<file path="src/rtl/battle_state_ctrl.sv">
// battle_state_ctrl: fight phase FSM with player HP, hit acceptance and optional post-hit invulnerability (BATTLE_INVULN_EN)
module battle_state_ctrl #(
  parameter int HP_INIT = 20,
  parameter int HIT_DAMAGE = 4,
  parameter int INVULN_CYCLES = 50_000_000
) (
  input  logic       CLOCK_50,
  input  logic       resetn,
  input  logic       enable,
  input  logic       start,
  input  logic [3:0] hit_vec,
  input  logic       boss_defeated,
  output logic [1:0] phase,
  output logic [4:0] player_hp,
  output logic       hit_pulse,
  output logic       invuln,
  output logic       gen_enable
);
  typedef enum logic [1:0] {IDLE = 2'b00, FIGHT = 2'b01, LOSE = 2'b10, WIN = 2'b11} state_t;
  state_t state;
  logic start_q, hit_q, start_rise, hit_rise, run, can_hit, accept;
  logic [5:0] hp_wide, hp_next;
  assign start_rise = start & ~start_q;
  assign hit_rise = (|hit_vec) & ~hit_q;
  assign run = (state == FIGHT) & enable;
  assign accept = run & ~boss_defeated & hit_rise & can_hit;
  assign hp_wide = {1'b0, player_hp};
  assign hp_next = (hp_wide > 6'(HIT_DAMAGE)) ? hp_wide - 6'(HIT_DAMAGE) : 6'd0;
  assign phase = state;
  assign gen_enable = run;
`ifdef BATTLE_INVULN_EN
  logic [25:0] cnt;
  assign can_hit = ~invuln & (cnt == '0);
  // invulnerability window: loaded by a surviving hit, counts only while the fight runs
  always_ff @(posedge CLOCK_50 or negedge resetn)
    if (!resetn) begin
      cnt <= '0;
      invuln <= 1'b0;
    end else if (state == IDLE && start_rise && enable) begin
      cnt <= '0;
      invuln <= 1'b0;
    end else if (run) begin
      cnt <= (accept && hp_next != '0) ? 26'(INVULN_CYCLES) : (cnt != '0) ? cnt - 1'b1 : cnt;
      invuln <= cnt != '0;
    end
`else
  assign can_hit = 1'b1;
  assign invuln = 1'b0;
`endif
  // phase, HP and hit pulse; edge detectors track inputs in every state
  always_ff @(posedge CLOCK_50 or negedge resetn)
    if (!resetn) begin
      state <= IDLE;
      player_hp <= '0;
      hit_pulse <= 1'b0;
      start_q <= 1'b0;
      hit_q <= 1'b0;
    end else begin
      start_q <= start;
      hit_q <= |hit_vec;
      hit_pulse <= accept;
      case (state)
        IDLE: if (start_rise && enable) begin
          state <= FIGHT;
          player_hp <= 5'(HP_INIT);
        end
        FIGHT: if (run && boss_defeated) state <= WIN;
          else if (accept) begin
            player_hp <= hp_next[4:0];
            if (hp_next == '0) state <= LOSE;
          end
        default: if (start_rise) state <= IDLE;
      endcase
    end
endmodule

</file>
<file path="config.mk">
export PLATFORM = sky130hd
export DESIGN_NAME = battle_state_ctrl
export DESIGN_NICKNAME = d
export VERILOG_FILES = /design/src/rtl/battle_state_ctrl.sv
export SDC_FILE = /design/constraint.sdc
export NUM_CORES = 1
export LEC_CHECK = 0
export ABC_AREA = 1
export CORE_MARGIN = 1
export CORE_UTILIZATION = 43
export DETAILED_ROUTE_END_ITERATION = 8
export PLACE_DENSITY_LB_ADDON = 0.1
export SYNTH_ARGS = -nofsm -noshare
export SYNTH_HDL_FRONTEND = slang
export SYNTH_SLANG_ARGS = --single-unit
</file>
<file path="constraint.sdc">
create_clock -name CLOCK_50 -period 1.9 [get_ports CLOCK_50]
set_clock_uncertainty 0.1 [all_clocks]
set_input_delay 0.285 -clock CLOCK_50 [delete_from_list [all_inputs] [get_ports CLOCK_50]]
set_output_delay 0.285 -clock CLOCK_50 [all_outputs]
set_load 0.02 [all_outputs]
</file>
======== After elaboration in Yosys (flattened, before gate mapping) ========
Index checks and enable logic that the tools add are counted.
storage, ports and cells
  register bits ........................... 10
  bits of input ports ..................... 9
  output and inout port bits .............. 10
  logic and storage cells ................. 41
cells by class
  add/subtract/negate cells ............... 1
  $lt $le $gt $ge ......................... 1
  eq/ne operators ......................... 6
  mux-type cells .......................... 11
  bitwise operators ....................... 8
  reductions and logical operators ........ 9
operators by type and width
  kind                   number
  $mux W5                3
  $mux W2                5
  $pmux W5 S2            1
  $reduce_and A4 Y1      2
  $logic_not A6 Y1       1
  $mux W6                1
  $ne A2 B2 Y1 const B   3
  $sub A5 B3 Y6 const B  1
  $and A1 B1 Y1          5
  $gt A5 B3 Y1 const B   1
  $pmux W2 S2            1
  $reduce_or A4 Y1       1
  $ne A3 B1 Y1 const B   1
  $ne A3 B2 Y1 const B   1
  $not A1 Y1             3
  $reduce_bool A3 Y1     1
  $eq A2 B1 Y1 const B   1
  $logic_and A1 B1 Y1    2
  $logic_not A2 Y1       1
  $reduce_bool A2 Y1     1

======== Longest topological paths before layout ========
  depth in word-level cells ............... 7
  mapped depth ............................ 11
  gate-level depth less buffers ........... 11

======== Least setup slack after synthesis ========
Ideal clock, no wire load.
  kind .................................... flip-flop to flip-flop
  from .................................... register player_hp[2]
  to ...................................... register state[1] (netlist: phase[1])
  library setup time ...................... 118 ps
  data arrival time ....................... 1353 ps
  required time ........................... 1682 ps
  slack ................................... 329 ps
  stages on the path, launching flop included .. 12
  buffers on the path ..................... 0
  period minus slack after synthesis ...... 1571 ps
  path through ............................ dfrtp_1 inv_1 ha_1 nand2_1 inv_1 nand2_1 nand3_1 nand3_2 nand2_2 nand2_2 nand2_1 nand2_1
on the way
  longest elaborated chain between the ends .. 5
  elaborated cells between the ends (all ways) .. 6
  classes of those cells .................. add/sub: 1; order compare: 1; eq/ne: 1; mux: 1; reduce/logical: 2
ends and longest elaborated chain
  what                                                  line  source
  start, declared                                       14    output logic [4:0] player_hp,
  start signal, assigned                                65    player_hp <= 5'(HP_INIT);
  start signal, assigned                                69    player_hp <= hp_next[4:0];
  $sub A5 B3 Y6 / $gt A5 B3 Y1 (equally long branches)  28    assign hp_next = (hp_wide > 6'(HIT_DAMAGE)) ? hp_wide - 6'(HIT_DAMAGE) : 6'd0;
  $mux W6 *                                             28
  $logic_not A6 Y1 *                                    70    if (hp_next == '0) state <= LOSE;
  $ne A3 B1 Y1 (no line) *                              --
  $reduce_and A4 Y1 (no line) *                         --
  end signal, assigned                                  67    FIGHT: if (run && boss_defeated) state <= WIN;
  end signal, assigned                                  70
  end signal, assigned                                  72    default: if (start_rise) state <= IDLE;
  end, declared                                         20    state_t state;
Mark *: on every way between the ends. The rest lies on a longest branch, timed or not.
A chain may end at the register's enable or synchronous reset.

======== Final worst setup path ========
  from .................................... register state[1] (netlist: phase[1])
  to ...................................... output port gen_enable
on the way
  longest elaborated chain between the ends .. 2
ends and longest elaborated chain
  what                    line  source
  start signal, assigned  53    state <= IDLE;
  start signal, assigned  64    state <= FIGHT;
  start signal, assigned  67
  $eq A2 B1 Y1            25    assign run = (state == FIGHT) & enable;
  $and A1 B1 Y1           25
  end, declared           17    output logic gen_enable
No other way between the ends.

==> summary.md <==
| Metric | Value |
|---|---|
| P_int | 613 uW |
| #FFs+latches synth | 10 |
| Largest family of logic cells by synthesized area | simple AND/OR/NAND/NOR gates |
| Number of diodes | 0 |
| Nets | 102 |
| Post-synthesis adder-cell area fraction | 4.30% |
| Worst setup SP type | flip-flop |
| XOR/XNOR share of the synthesized area | 0% |
| Hold_buf cts | 0 |
| Post-synth top cells | 18 x nand2_1, 10 x dfrtp_1, 9 x inv_1 |
| Vias in the first global route | 449 |
| DR iter-0 viols | 2 |
| Synth warnings | 0 |
| Slew Limit Fails | 0 |
| Number of buffers created by CTS | 3 |
| Area grow syn2layout | 38.3% |
| GRT overflow | 0 |
| Cells along the critical path | nor2_4 -> nand2_4 -> inv_1 -> dlygate4sd2_1 |
| Post-DP HPWL | 833 um |
| Post-synth top flop | dfrtp_1 |
| Layout cell share with drive strength beyond 1 | 15.6% |
| Met3 Routed Length | 55 um |
| Post-CTS Setup Inserts | 0 |
| Post-CTS Resized | 1 |
| Antenna violations before repair | 0 |
| Clock network latency to the later pin of the worst-skew pair | 270 ps |
| Leak | 0.000406 uW |
| Fill cell instance count of the final layout | 115 |
| Library cells used by synthesis | 19 |
| Max Cap Viol | 0 |
| Uppermost layer routed | met4 |
| IO Count | 19 |
| Post-synth EDFFs | 0 |
| Fmax | 0.573 GHz |
| Clock share of power | 18.4% |
| Rows | 12 |
| PD cells | 1310 nW/um^2 |
| Net Switching | 438 uW |
| First-pass GRT wire length | 1810 um |
| Post-synth top area share | 43.0% |
| Fin util | 67.8% |
| Horiz. Die Dim | 38.8 um |
| Worst vdd ir | 0.705 mV |
| Worst-path clk slew | 70 ps |
| Gate Count Post-Synth | 69 |
| Core ar. | 1190 um^2 |
| CTS max path bufs | 2 |
| Detailed Route WL | 1030 um |
| Sequential cell fraction of total power | 29.9% |
| Hold_ws | 226 ps |
| Post-synthesis mux area share | 0% |
| Top-count cell post-synth | nand2_1 |
| Crit path DAT | 1360 ps |
| H-tree depth | 1 |
| Outcome | finished, final reports clean |
| Clock period minus worst slack | 1750 ps |
| Via density per instance | 4.86 |
| Placed Area | 769 um^2 |
| Max stage delay on crit path | 450 ps |
| Setup_tns | 0 ps |
| RSZ-0062 raised after global routing | no |
| Die H | 38.8 um |
| Sequential cell area fraction in the yosys report | 43.0% |
| Synth Area in Simple Gates | 34.6% |
| Post-Synthesis Cell Area | 582 um^2 |
| Slowest CP cell | dfrtp_1 |
| Reg2reg end | phase[1] |
| CP endpoint kind | primary output |
| Synth Area in Compound Gates | 10.3% |
| TritonCTS Sinks | 10 |
| R2R Setup Slk | 390 ps |
| CTS tree | done |
| Initial core utilization | 49.1% |
| WL met1 | 473 um |
| Final hold violation count | 0 |
| Vias | 505 |
| Critical path class | flip-flop to primary output |
| Sw frac | 41.7% |
| Routed Antenna Nets | 0 |
| Post-synth net total | 80 |
| Async S/R FF share, synth | 100% |
| DR pass1 iterations | 4 |
| Period utilization | 91.9% |
| Logic pwr share | 51.7% |
| Worst hold path type | input port to asynchronous set/reset pin |
| Total Routing Usage GR | 17.8% |
| Ranking of synthesized cells by area | dfrtp_1 43%, nand2_1 12%, inv_1 5.8%, nor2_1 5.2%, ha_1 4.3% |
| Worst Path Required | 1510 ps |
| Crit path max fanout | 5 |
| CTS Root Cell | clkbuf_4 |
| Number of port buffers | 17 |
| Die Area | 1500 um^2 |
| Metal2 WL | 490 um |
| RR Startpoint | player_hp[2] |
| Setup-failing EPs final | 0 |
| Avg WL per Cell | 9.90 um |
| Reg2Reg Depth | 11 |
| DRC | 0 |
| Final RePlAce weighted congestion | 0.805 |
| Largest net degree at the start of global routing | 11 |
| Synthesized area per cell | 8.43 um^2 |
| Design area | 805 um^2 |
| Dominant cell type by area after synthesis | dfrtp_1 |
[worst max path at each step]
stage	slack, ps	endpoint	startpoint
after floorplan	330	phase[1]	player_hp[2]
after global placement	-50	gen_enable	enable
after detailed placement	-50	gen_enable	enable
after CTS	140	gen_enable	phase[1]
after global routing	60	gen_enable	phase[1]
final	150	gen_enable	phase[1]
[power groups by stage]
stage,Sequential (uW),Combinational (uW),Clock (uW)
2_1_floorplan,374,306,0
3_3_place_gp,318,542,0
3_5_place_dp,318,551,0
4_1_cts,316,549,200
5_1_grt,324,614,212
6_report,314,543,194
[routing by layer]
metal | track usage (%) | vias to the layer above
met5 | 0 | -
li1 | - | 256
met1 | 22.8 | 232
met4 | 7.76 | 0
met2 | 27.5 | 15
met3 | 5.20 | 2
[sequential cells by signal, indices dropped and copies added, names as in the netlist]
register   count
player_hp      5
phase          2
hit_pulse      1
hit_q          1
start_q        1
[through the flow]
stage / worst slack (ps) / cells / total power [uW]
after floorplan: 329 / 69 / 680
after global placement: -48.2 / 100 / 861
after detailed placement: -54.2 / 100 / 869
after CTS: 142 / 104 / 1060
after global routing: 64.8 / 104 / 1150
final: 153 / 104 / 1050
[cells in the final DEF (no fill, tap or decap)]
cell | Yosys | final
nor2_8 | 1 | 1
o21ai_0 | 3 | 3
inv_1 | 9 | 9
nand3_1 | 3 | 3
dlygate4sd2_1 | 0 | 1
a21boi_0 | 2 | 2
nand2_4 | 2 | 2
ha_1 | 2 | 2
nor2_1 | 8 | 8
clkbuf_8 | 0 | 1
nand3_2 | 1 | 1
and2_1 | 1 | 1
nor2_4 | 1 | 1
dfrtp_1 | 10 | 10
clkbuf_4 | 0 | 3
nand2_1 | 18 | 18
conb_1 | 1 | 1
or2_2 | 1 | 1
nand2_2 | 2 | 2
buf_4 | 1 | 1
a21oi_1 | 2 | 2
o22ai_4 | 1 | 1
clkdlybuf4s50_1 | 0 | 16
[cell type report]
cell class                 instances  area, um^2  share of cell area (%)
multi-input combinational         49         290                    36.1
inverter                           9        33.8                    4.20
tap                               14        17.5                    2.18
sequential                        10         250                    31.1
clock buffer                       4        36.3                    4.51
timing repair buffer              18         176                    21.9
[kinds of logic (layout without fill, tap and decap cells)]
| family | count (synthesis) | count (layout) |
|---|---|---|
| simple gates | 38 | 38 |
| buf+inv | 10 | 31 |
| fa+ha+maj | 2 | 2 |
| other cells | 1 | 1 |
| compound gates | 8 | 8 |
| flops | 10 | 10 |
[critical path, delay by kind of cell, from the launching register on]
kind                   cells  cell delay [ps]
buffers and inverters      2              380
DFF                        1              450
and+or+nand+nor            2              270
No activity file was read; power rests on OpenSTA's default activity.
